[src/rtl/sd_spi_master_if.sv]
// SD card SPI master bundle: the Z80-side byte handshake plus the three SPI wires.
// The host drives start/din/slow and the card drives sddi; the master drives the rest.
interface sd_spi_master_if;
    logic       start;
    logic [7:0] din;
    logic       slow;
    logic [7:0] dout;
    logic       busy;
    logic       done;
    logic       sdclk;
    logic       sddo;
    logic       sddi;

    modport master (
        output start, din, slow, sddi,
        input  dout, busy, done, sdclk, sddo
    );

    modport slave (
        input  start, din, slow, sddi,
        output dout, busy, done, sdclk, sddo
    );
endinterface

[src/rtl/sd_spi_master.sv]
// Byte-wide SPI master for the SD card, mode 0, MSB first.
// One start pulse shifts din out on sddo while collecting eight sddi bits, which
// are then held on dout until the next completion or reset.
module sd_spi_master #(
    parameter int unsigned FASTDIV = 2,
    parameter int unsigned SLOWDIV = 64
) (
    input logic              fclk,
    input logic              rst,
    sd_spi_master_if.slave   bus
);

    typedef enum logic [0:0] {StIdle, StShift} state_e;

    state_e     state_q, state_d;
    logic [7:0] shreg_q, shreg_d;
    logic [7:0] div_q, div_d;
    logic [7:0] hcnt_q, hcnt_d;
    logic [2:0] bcnt_q, bcnt_d;
    logic       sample_q, sample_d;
    logic       sdclk_q, sdclk_d;
    logic       sddo_q, sddo_d;
    logic [7:0] dout_q, dout_d;
    logic       done_q, done_d;

    logic       hcnt_wrap;
    logic       last_bit;

    // End of an SCK half-period, and the terminal flag for the eighth bit.
    assign hcnt_wrap = (hcnt_q == (div_q - 8'd1));
    assign last_bit  = (bcnt_q == 3'd7);

    // Next-state logic: accept in idle, then toggle SCK every div_q cycles.
    always_comb begin
        state_d  = state_q;
        shreg_d  = shreg_q;
        div_d    = div_q;
        hcnt_d   = hcnt_q;
        bcnt_d   = bcnt_q;
        sample_d = sample_q;
        sdclk_d  = sdclk_q;
        sddo_d   = sddo_q;
        dout_d   = dout_q;
        done_d   = 1'b0;

        unique case (state_q)
            StIdle: begin
                if (bus.start) begin
                    shreg_d = bus.din;
                    div_d   = bus.slow ? 8'(SLOWDIV) : 8'(FASTDIV);
                    hcnt_d  = 8'd0;
                    bcnt_d  = 3'd0;
                    // MSB goes out now so it has a full half-period of setup.
                    sddo_d  = bus.din[7];
                    state_d = StShift;
                end
            end
            StShift: begin
                if (hcnt_wrap) begin
                    hcnt_d  = 8'd0;
                    sdclk_d = ~sdclk_q;
                    if (!sdclk_q) begin
                        // Rising SCK: capture the card's bit.
                        sample_d = bus.sddi;
                    end else begin
                        // Falling SCK: shift, and present the next MSB.
                        shreg_d = {shreg_q[6:0], sample_q};
                        bcnt_d  = bcnt_q + 3'd1;
                        if (last_bit) begin
                            // sddo keeps the last transmitted bit while idle.
                            dout_d  = {shreg_q[6:0], sample_q};
                            done_d  = 1'b1;
                            state_d = StIdle;
                        end else begin
                            sddo_d = shreg_q[6];
                        end
                    end
                end else begin
                    hcnt_d = hcnt_q + 8'd1;
                end
            end
            default: state_d = StIdle;
        endcase
    end

    // State registers with synchronous reset; reset also aborts a transfer.
    always_ff @(posedge fclk) begin
        if (rst) begin
            state_q  <= StIdle;
            shreg_q  <= 8'hFF;
            div_q    <= 8'(FASTDIV);
            hcnt_q   <= 8'd0;
            bcnt_q   <= 3'd0;
            sample_q <= 1'b1;
            sdclk_q  <= 1'b0;
            sddo_q   <= 1'b1;
            dout_q   <= 8'hFF;
            done_q   <= 1'b0;
        end else begin
            state_q  <= state_d;
            shreg_q  <= shreg_d;
            div_q    <= div_d;
            hcnt_q   <= hcnt_d;
            bcnt_q   <= bcnt_d;
            sample_q <= sample_d;
            sdclk_q  <= sdclk_d;
            sddo_q   <= sddo_d;
            dout_q   <= dout_d;
            done_q   <= done_d;
        end
    end

    assign bus.dout  = dout_q;
    assign bus.busy  = (state_q == StShift);
    assign bus.done  = done_q;
    assign bus.sdclk = sdclk_q;
    assign bus.sddo  = sddo_q;

endmodule

[src/flat_wrapper.sv]
// flat-port wrapper written by rule: the top's interface ports become plain ports
module sd_spi_master_flat 
#(
    parameter int unsigned FASTDIV = 2,
    parameter int unsigned SLOWDIV = 64
)
  (fclk, rst, bus_start, bus_din, bus_slow, bus_sddi, bus_dout, bus_busy, bus_done, bus_sdclk, bus_sddo);
  sd_spi_master_if bus_i ();
  input logic fclk;
  input logic rst;
  input wire logic [$bits(bus_i.start)-1:0] bus_start;
  input wire logic [$bits(bus_i.din)-1:0] bus_din;
  input wire logic [$bits(bus_i.slow)-1:0] bus_slow;
  input wire logic [$bits(bus_i.sddi)-1:0] bus_sddi;
  output wire logic [$bits(bus_i.dout)-1:0] bus_dout;
  output wire logic [$bits(bus_i.busy)-1:0] bus_busy;
  output wire logic [$bits(bus_i.done)-1:0] bus_done;
  output wire logic [$bits(bus_i.sdclk)-1:0] bus_sdclk;
  output wire logic [$bits(bus_i.sddo)-1:0] bus_sddo;
  assign bus_i.start = bus_start;
  assign bus_i.din = bus_din;
  assign bus_i.slow = bus_slow;
  assign bus_i.sddi = bus_sddi;
  assign bus_dout = bus_i.dout;
  assign bus_busy = bus_i.busy;
  assign bus_done = bus_i.done;
  assign bus_sdclk = bus_i.sdclk;
  assign bus_sddo = bus_i.sddo;
  sd_spi_master #(.FASTDIV(FASTDIV), .SLOWDIV(SLOWDIV)) u_core (.fclk(fclk), .rst(rst), .bus(bus_i));
endmodule
[config.mk]
export PLATFORM = sky130hd
export DESIGN_NAME = sd_spi_master_flat
export DESIGN_NICKNAME = d
export VERILOG_FILES = /design/src/rtl/sd_spi_master_if.sv /design/src/rtl/sd_spi_master.sv /design/src/flat_wrapper.sv
export SDC_FILE = /design/constraint.sdc
export NUM_CORES = 1
export LEC_CHECK = 0
export BUFFER_PORTS_ARGS = -buffer_cell sky130_fd_sc_hd__buf_2
export CORE_MARGIN = 4
export CORE_UTILIZATION = 50
export DETAILED_ROUTE_END_ITERATION = 10
export PLACE_DENSITY = 0.74
export SETUP_SLACK_MARGIN = 0.02
export SLEW_MARGIN = 10
export SYNTH_ARGS = -nofsm -noshare
export SYNTH_HDL_FRONTEND = slang
export SYNTH_SLANG_ARGS = --single-unit
export TNS_END_PERCENT = 100
[constraint.sdc]
create_clock -name fclk -period 1.9 [get_ports fclk]
set_input_delay 0.095 -clock fclk [delete_from_list [all_inputs] [get_ports fclk]]
set_output_delay 0.095 -clock fclk [all_outputs]
set_load 0.01 [all_outputs]
==> flow_summary.toml, run 1 <==
[run_status]
run_status = "completed"

[yosys]
synth_cell_types = 42
synth_area_per_cell_um2 = 9.04
synth_top_family_by_area = "simple AND/OR/NAND/NOR gates"
mappedNetlistArea_mm2 = 0.00165
synth_seq_area_share = 0.402
synth_compound_area_frac = 0.148
synth_mux_area_frac = 0.123
synth_seq_cells = 33
syn_inst = 182
yosys_warnings = 0
post-synth-top-area-fraction = 0.402
synth_ff_type = "sky130_fd_sc_hd__dfxtp_1"
yosys.area_share.adder = 0.0304
postSynth.asyncResetShare = 0
synthSimpleGateAreaFrac = 0.228
yosys.area_share.xor_xnor = 0.0266
synth_top_cell_by_area = "sky130_fd_sc_hd__dfxtp_1"
net_count_synth = 199
synth_enable_flop_cells = 0
synth.cells.most_frequent = "33 x sky130_fd_sc_hd__dfxtp_1, 22 x sky130_fd_sc_hd__nor2_1, 18 x sky130_fd_sc_hd__mux2i_1, 12 x sky130_fd_sc_hd__nand2_1"
post-synth-top-count-cell = "sky130_fd_sc_hd__dfxtp_1"
synth.area.top_cells = "sky130_fd_sc_hd__dfxtp_1 40%, sky130_fd_sc_hd__mux2i_1 11%, sky130_fd_sc_hd__nor2_1 5.0%, sky130_fd_sc_hd__o211ai_1 3.7%, sky130_fd_sc_hd__a211oi_1 3.2%"

[global_route]
grt_remaining_overflow = 0
gr-usage-all-layers = 0.183
grt_pass1_wl_um = 6150
grt_pass1_vias = 1404
largest_net_degree_at_the_start_of_global_routing = 23
grt_antenna_before_repair = 0

[timing]
setup_repair_after_global_routing_missed_its_margin = "true"
final.setup_skew_ps = 6.04
worst_case_headroom_to_the_max_slew_limit = 0.558
finalHoldViolations = 0
final_min_period_over_clock_period = 0.971
timing.final.setup_violations = 0
final_period_minus_worst_setup_slack_ps = 1840
slew_viol_final = 0
final_layout_setup_total_negative_slack_ps = 0
max_freq_mhz = 542
tightest_slew_ps = 658

[final_layout]
antennaDiodeCount = 0
final-seq-area_um2 = 661
fillers = 301
post-route-cell-area_mm2 = 0.00196
layout-area-overhead-vs-synth_pct = 18.9
final_nets = 228
postLayoutCoreUtil = 0.630
layout-drive-gt1-share = 0.245
multiInputGateArea_um2 = 945

[pwr]
cellPowerDensity_mw_per_mm2 = 736
pwr-share-comb = 0.115
p_leak_nw = 0.814
p_seq_frac = 0.503
total_switching_power_mw = 0.344
irDropWorstVdd_uv = 375
clock_power_share = 0.382
intPower_mw = 1.10
net_switching_fraction_of_the_power = 0.239

[cts]
insertion_delay_ps = 330
clock_tree_from_tritoncts = "built"
cts.sinks = 33
cts_setup_buffers = 0
cts_inserted_buffers = 5
cts-htree-levels = 2
cts_root_buf = "sky130_fd_sc_hd__clkbuf_4"
cts.clk_slew.worst_paths_ps = 100
clock_path_buffers = 2

[detailed_routing]
remaining_drc_errors = 0
routedLengthMet1_um = 1670
met2RoutedLength_um = 1660
route.detailed.wl_per_inst_um = 13.9
postRouteWirelength_um = 3550
drt-initial-drc-count = 48
dr_total_vias = 1409
viasPerCell = 5.50
drt_pre_antenna_iters = 4
met3_length_um = 172
ant_nets = 0
routed.top_layer = "met4"

[placement]
gp_congestion = 0.853
numPortBuffers = 24
detailed_place.area_mm2 = 0.00184
detailedPlacementHpwl_um = 2630

[floorplanning]
io-pin-count = 25
start_util = 0.530
die_y_um = 65.4
die_area_mm2 = 0.00427
fp.dieW_um = 65.4
rows = 20
floorplan.core_area_mm2 = 0.00310

[critical_path]
arr_time_crit_path_ps = 2110
largest_stage_delay_on_the_critical_path_ps = 460
worst_path_dominant_cell_family = "simple AND/OR/NAND/NOR gates"
cpMaxStageDelayCell = "sky130_fd_sc_hd__or4_1"
type_of_the_setup_path_with_the_least_slack = "reg2reg"
setup.worst_path.end_class = "flip-flop"
crit_path_cell_trace = "inv_1 > ha_1 > xor2_2 > nand4_2 > or4_1 > a21oi_1"
cp_data_required_time_ps = 2170
worst-path-buf-inv = 1
timing.critical_path.fanout_max = 8
setup.worst_path.start_class = "flip-flop"

[hold_path]
min_path_type = "in2reg"

[job]
maxCapViolCount = 0
[layer usage]
layer  vias to the layer above  GRT usage
li1                        714          -
met1                       662      0.228
met2                        27      0.307
met3                         6     0.0444
met4                         0     0.0622
met5                         -          0
[what timing repair did]
action | CTS | global route
hold buffers | 0 | 0
pin swaps | 0 | 1
endpoints found under the setup margin | 3 | 19
gates resized for setup | 2 | 5
[power by group through the flow]
stage                     clock [mW]  combinational (mW)  sequential, mW
after floorplan                    0               0.103           0.742
after global placement             0               0.153           0.739
after detailed placement           0               0.158           0.740
after CTS                      0.559               0.160           0.724
after global routing           0.588               0.183           0.727
final                          0.549               0.166           0.724
[layout make-up]
| type | instances | share of cell area |
|---|---|---|
| Clock inverter | 1 | 0.0154 |
| Timing Repair Buffer | 34 | 0.0998 |
| Multi-Input combinational cell | 133 | 0.483 |
| Clock buffer | 7 | 0.0282 |
| Sequential cell | 33 | 0.338 |
| Tap cell | 44 | 0.0282 |
| Inverter | 4 | 0.00768 |
[worst reg2reg max path: cells and delay by family (launching register included)]
kind | cells | cell delay, ps
simple gates | 2 | 720
compound gates | 1 | 140
flops | 1 | 340
buf+inv | 1 | 40
xor+xnor | 1 | 220
fa+ha+maj | 1 | 320
[through the flow]
step	hold WS [ps]	power [mW]	setup WS, ps	instances
floorplan	231	0.845	77.5	182
global placement	354	0.893	57.1	248
detailed placement	360	0.898	9.64	248
CTS	6.17	1.44	40.1	256
global route	31.4	1.50	-36.6	256
finish	11.6	1.44	55.9	256
[registers in the layout (all words and copies together), names as in the netlist]
| name | flops |
|---|---|
| u_core.shreg_q | 7 |
| u_core.bus.dout | 8 |
| u_core.bus.done | 1 |
| u_core.bus.busy | 1 |
| u_core.bus.sddo | 1 |
| u_core.div_q | 2 |
| u_core.sample_q | 1 |
| u_core.hcnt_q | 8 |
| u_core.bus.sdclk | 1 |
| u_core.bcnt_q | 3 |
[path summary, 6_finish.rpt]
kind	from	end	slack [ps]	depth (start not counted)
setup / recovery	u_core.div_q[1]	u_core.bus.sdclk	60	6
hold / removal	bus_slow	u_core.div_q[6]	10	3
setup reg to reg	u_core.div_q[1]	u_core.bus.sdclk	60	6
hold reg to reg	u_core.div_q[6]	u_core.div_q[6]	470	2
[logic make-up after synthesis]
group | Yosys count
xor+xnor | 5
flops | 33
buf+inv | 16
mux | 20
compound gates | 34
simple gates | 70
fa+ha+maj | 4
[cell usage in the layout, fill, tap and decap left out, types with 4 or more instances in the layout]
cell type	netlist	routed
sky130_fd_sc_hd__nand2_1	12	12
sky130_fd_sc_hd__nand3_1	8	7
sky130_fd_sc_hd__mux2i_1	18	17
sky130_fd_sc_hd__buf_2	2	24
sky130_fd_sc_hd__dfxtp_1	33	33
sky130_fd_sc_hd__o21ai_0	4	4
sky130_fd_sc_hd__a21oi_1	6	6
sky130_fd_sc_hd__and2_1	7	7
sky130_fd_sc_hd__ha_1	4	4
sky130_fd_sc_hd__inv_1	4	4
sky130_fd_sc_hd__clkbuf_4	0	5
sky130_fd_sc_hd__a211oi_1	7	7
sky130_fd_sc_hd__buf_4	1	10
sky130_fd_sc_hd__nor2_1	22	22
sky130_fd_sc_hd__o211ai_1	8	8
No activity file was read; power rests on OpenSTA's default activity.
==> inputs of run 2 (changes only) <==
--- a/config.mk
+++ b/config.mk
@@ -6,9 +6,10 @@
 export NUM_CORES = 1
 export LEC_CHECK = 0
 export BUFFER_PORTS_ARGS = -buffer_cell sky130_fd_sc_hd__buf_2
-export CORE_MARGIN = 4
+export CORE_MARGIN = 10
 export CORE_UTILIZATION = 50
 export DETAILED_ROUTE_END_ITERATION = 10
+export MAX_ROUTING_LAYER = met4
 export PLACE_DENSITY = 0.74
 export SETUP_SLACK_MARGIN = 0.02
 export SLEW_MARGIN = 10
==> run 2 against run 1 <==
Against the previous run:
- clock skew increased by 1.8 ps
- first-iteration DRC count up 29%
- worst hold slack gained 3.2 ps
- setup slack better by 7.5 ps
- utilization up 0.48 points
- maximum frequency increased by 0.41%
- sequential cell count unchanged
- via count is 0.92% higher
- die area grew 40%
==> flow_summary.toml, run 2 (synthesis gave the netlist of run 1 again) <==
[critical_path]
cpMaxStageDelayCell = "sky130_fd_sc_hd__a21oi_4"
setup.worst_path.start_class = "flip-flop"
worstReg2RegEnd = "u_core.shreg_q[3]"
startpoint = "u_core.div_q[1]"
largest_stage_delay_on_the_critical_path_ps = 350
crit_path_end = "u_core.shreg_q[3]"
crit_path_cell_trace = "inv_1 > ha_1 > xor2_2 > and4_4 > a21oi_4 > mux2i_1"
type_of_the_setup_path_with_the_least_slack = "reg2reg"
arr_time_crit_path_ps = 2110
setup.worst_path.end_class = "flip-flop"
timing.reg2reg.setup_slack_ps = 60
worst_reg2reg_path_depth = 6
timing.critical_path.fanout_max = 7
cp_data_required_time_ps = 2170
worst_r2r_startpoint = "u_core.div_q[1]"

[placement]
gp_congestion = 0.837
detailedPlacementHpwl_um = 2870
detailed_place.area_mm2 = 0.00183
numPortBuffers = 24

[detailed_routing]
ant_nets = 0
dr_total_vias = 1422
remaining_drc_errors = 0
route.detailed.wl_per_inst_um = 15.0
viasPerCell = 5.53
postRouteWirelength_um = 3850
drt_pre_antenna_iters = 4
drt-initial-drc-count = 62

[timing]
finalHoldViolations = 0
final_min_period_over_clock_period = 0.967
tightest_slew_ps = 687
final_layout_setup_total_negative_slack_ps = 0
final_period_minus_worst_setup_slack_ps = 1840
slew_viol_final = 0
worst_case_headroom_to_the_max_slew_limit = 0.539
max_freq_mhz = 544
final.setup_skew_ps = 7.80
timing.final.setup_violations = 0
setup_repair_after_global_routing_missed_its_margin = "true"

[global_route]
grt_pass1_vias = 1457
grt_remaining_overflow = 0
largest_net_degree_at_the_start_of_global_routing = 24
gr-usage-all-layers = 0.131
grt_antenna_before_repair = 0
grt_pass1_wl_um = 6360

[final_layout]
layout-drive-gt1-share = 0.239
layout-area-overhead-vs-synth_pct = 19.8
post-route-cell-area_mm2 = 0.00197
antennaDiodeCount = 0
final_nets = 229
final_cell_mix = "33 x sky130_fd_sc_hd__dfxtp_1, 24 x sky130_fd_sc_hd__buf_2, 22 x sky130_fd_sc_hd__nor2_1"
final_common_cell = "sky130_fd_sc_hd__dfxtp_1"

[floorplanning]
floorplan.core_area_mm2 = 0.00310
start_util = 0.530
die_area_mm2 = 0.00599
die_y_um = 77.4
rows = 20
io-pin-count = 25
fp.dieW_um = 77.4

[pwr]
cellPowerDensity_mw_per_mm2 = 745
total_switching_power_mw = 0.368
p_leak_nw = 0.820
p_seq_frac = 0.493
net_switching_fraction_of_the_power = 0.251
intPower_mw = 1.10
pwr-share-comb = 0.118
total_power_after_layout_mw = 1.47
irDropWorstVdd_uv = 383
clock_power_share = 0.388

[cts]
clock_tree_from_tritoncts = "built"
insertion_delay_ps = 350
cts-htree-levels = 2
cts.clk_slew.worst_paths_ps = 100
cts_root_buf = "sky130_fd_sc_hd__clkbuf_4"
cts_inserted_buffers = 5
cts.sinks = 33
clock_path_buffers = 2

[run_status]
run_status = "completed"

[job]
maxCapViolCount = 0

[hold_path]
min_path_type = "in2reg"
## run 2: layer usage
| metal | GRT usage | vias up | part of all wire |
|---|---|---|---|
| met3 | 0.0530 | 9 | 0.052 |
| li1 | - | 717 | - |
| met2 | 0.217 | 31 | 0.49 |
| met5 | - | - | 0 |
| met4 | 0.0529 | 0 | 0.018 |
| met1 | 0.136 | 665 | 0.44 |
## run 2: power groups by stage
stage	clock [mW]	sequential (mW)	combinational [mW]
6_report	0.570	0.724	0.174
5_1_grt	0.601	0.728	0.192
4_1_cts	0.572	0.725	0.160
3_5_place_dp	0	0.740	0.156
3_3_place_gp	0	0.740	0.151
2_1_floorplan	0	0.742	0.103
## run 2: final cells by class
class | count | area (um^2)
Clock inverter | 1 | 30.0
Sequential cell | 33 | 661
Timing Repair Buffer | 35 | 205
Fill cell | 284 | 1130
Multi-Input combinational cell | 133 | 950
Inverter | 4 | 15.0
Tap cell | 44 | 55.1
Clock buffer | 7 | 55.1
## run 2: per-stage QoR
stage               worst slack (ps)  cells  utilization  hold slack (ps)
floorplan                       77.5    182            -              231
global placement                58.2    247        0.591              350
detailed placement             -16.8    247        0.591              360
CTS                             21.2    256        0.624             14.0
global route                   -12.3    257        0.635             25.1
finish                          63.4    257        0.635             14.9
## run 2: how the worst min path moves through the flow
stage / to / start / cells after the start
6_report: u_core.shreg_q[2] / bus_din[2] / 3
5_1_grt: u_core.sample_q / bus_sddi / 3
4_1_cts: u_core.shreg_q[5] / bus_din[5] / 3
3_5_place_dp: u_core.div_q[6] / bus_slow / 3
3_3_place_gp: u_core.div_q[6] / bus_slow / 3
2_1_floorplan: u_core.div_q[6] / bus_slow / 2
## run 2: worst max-delay path, delay by kind of cell, from the launching register on
family,cells,cell delay [ps]
DFF,1,340
and+or+nand+nor,1,240
xor gates and xnor gates,1,180
adders and majority gates,1,310
AOI/OAI and AO/OA,1,350
muxes,1,280
buffers and inverters,1,50
## run 2: what timing repair did
action,CTS,global route
pin swaps,0,3
gates resized for setup,3,4
setup endpoints to repair,14,20
endpoints found under the hold margin,1,0
buffers inserted,0,1
hold buffers,1,0
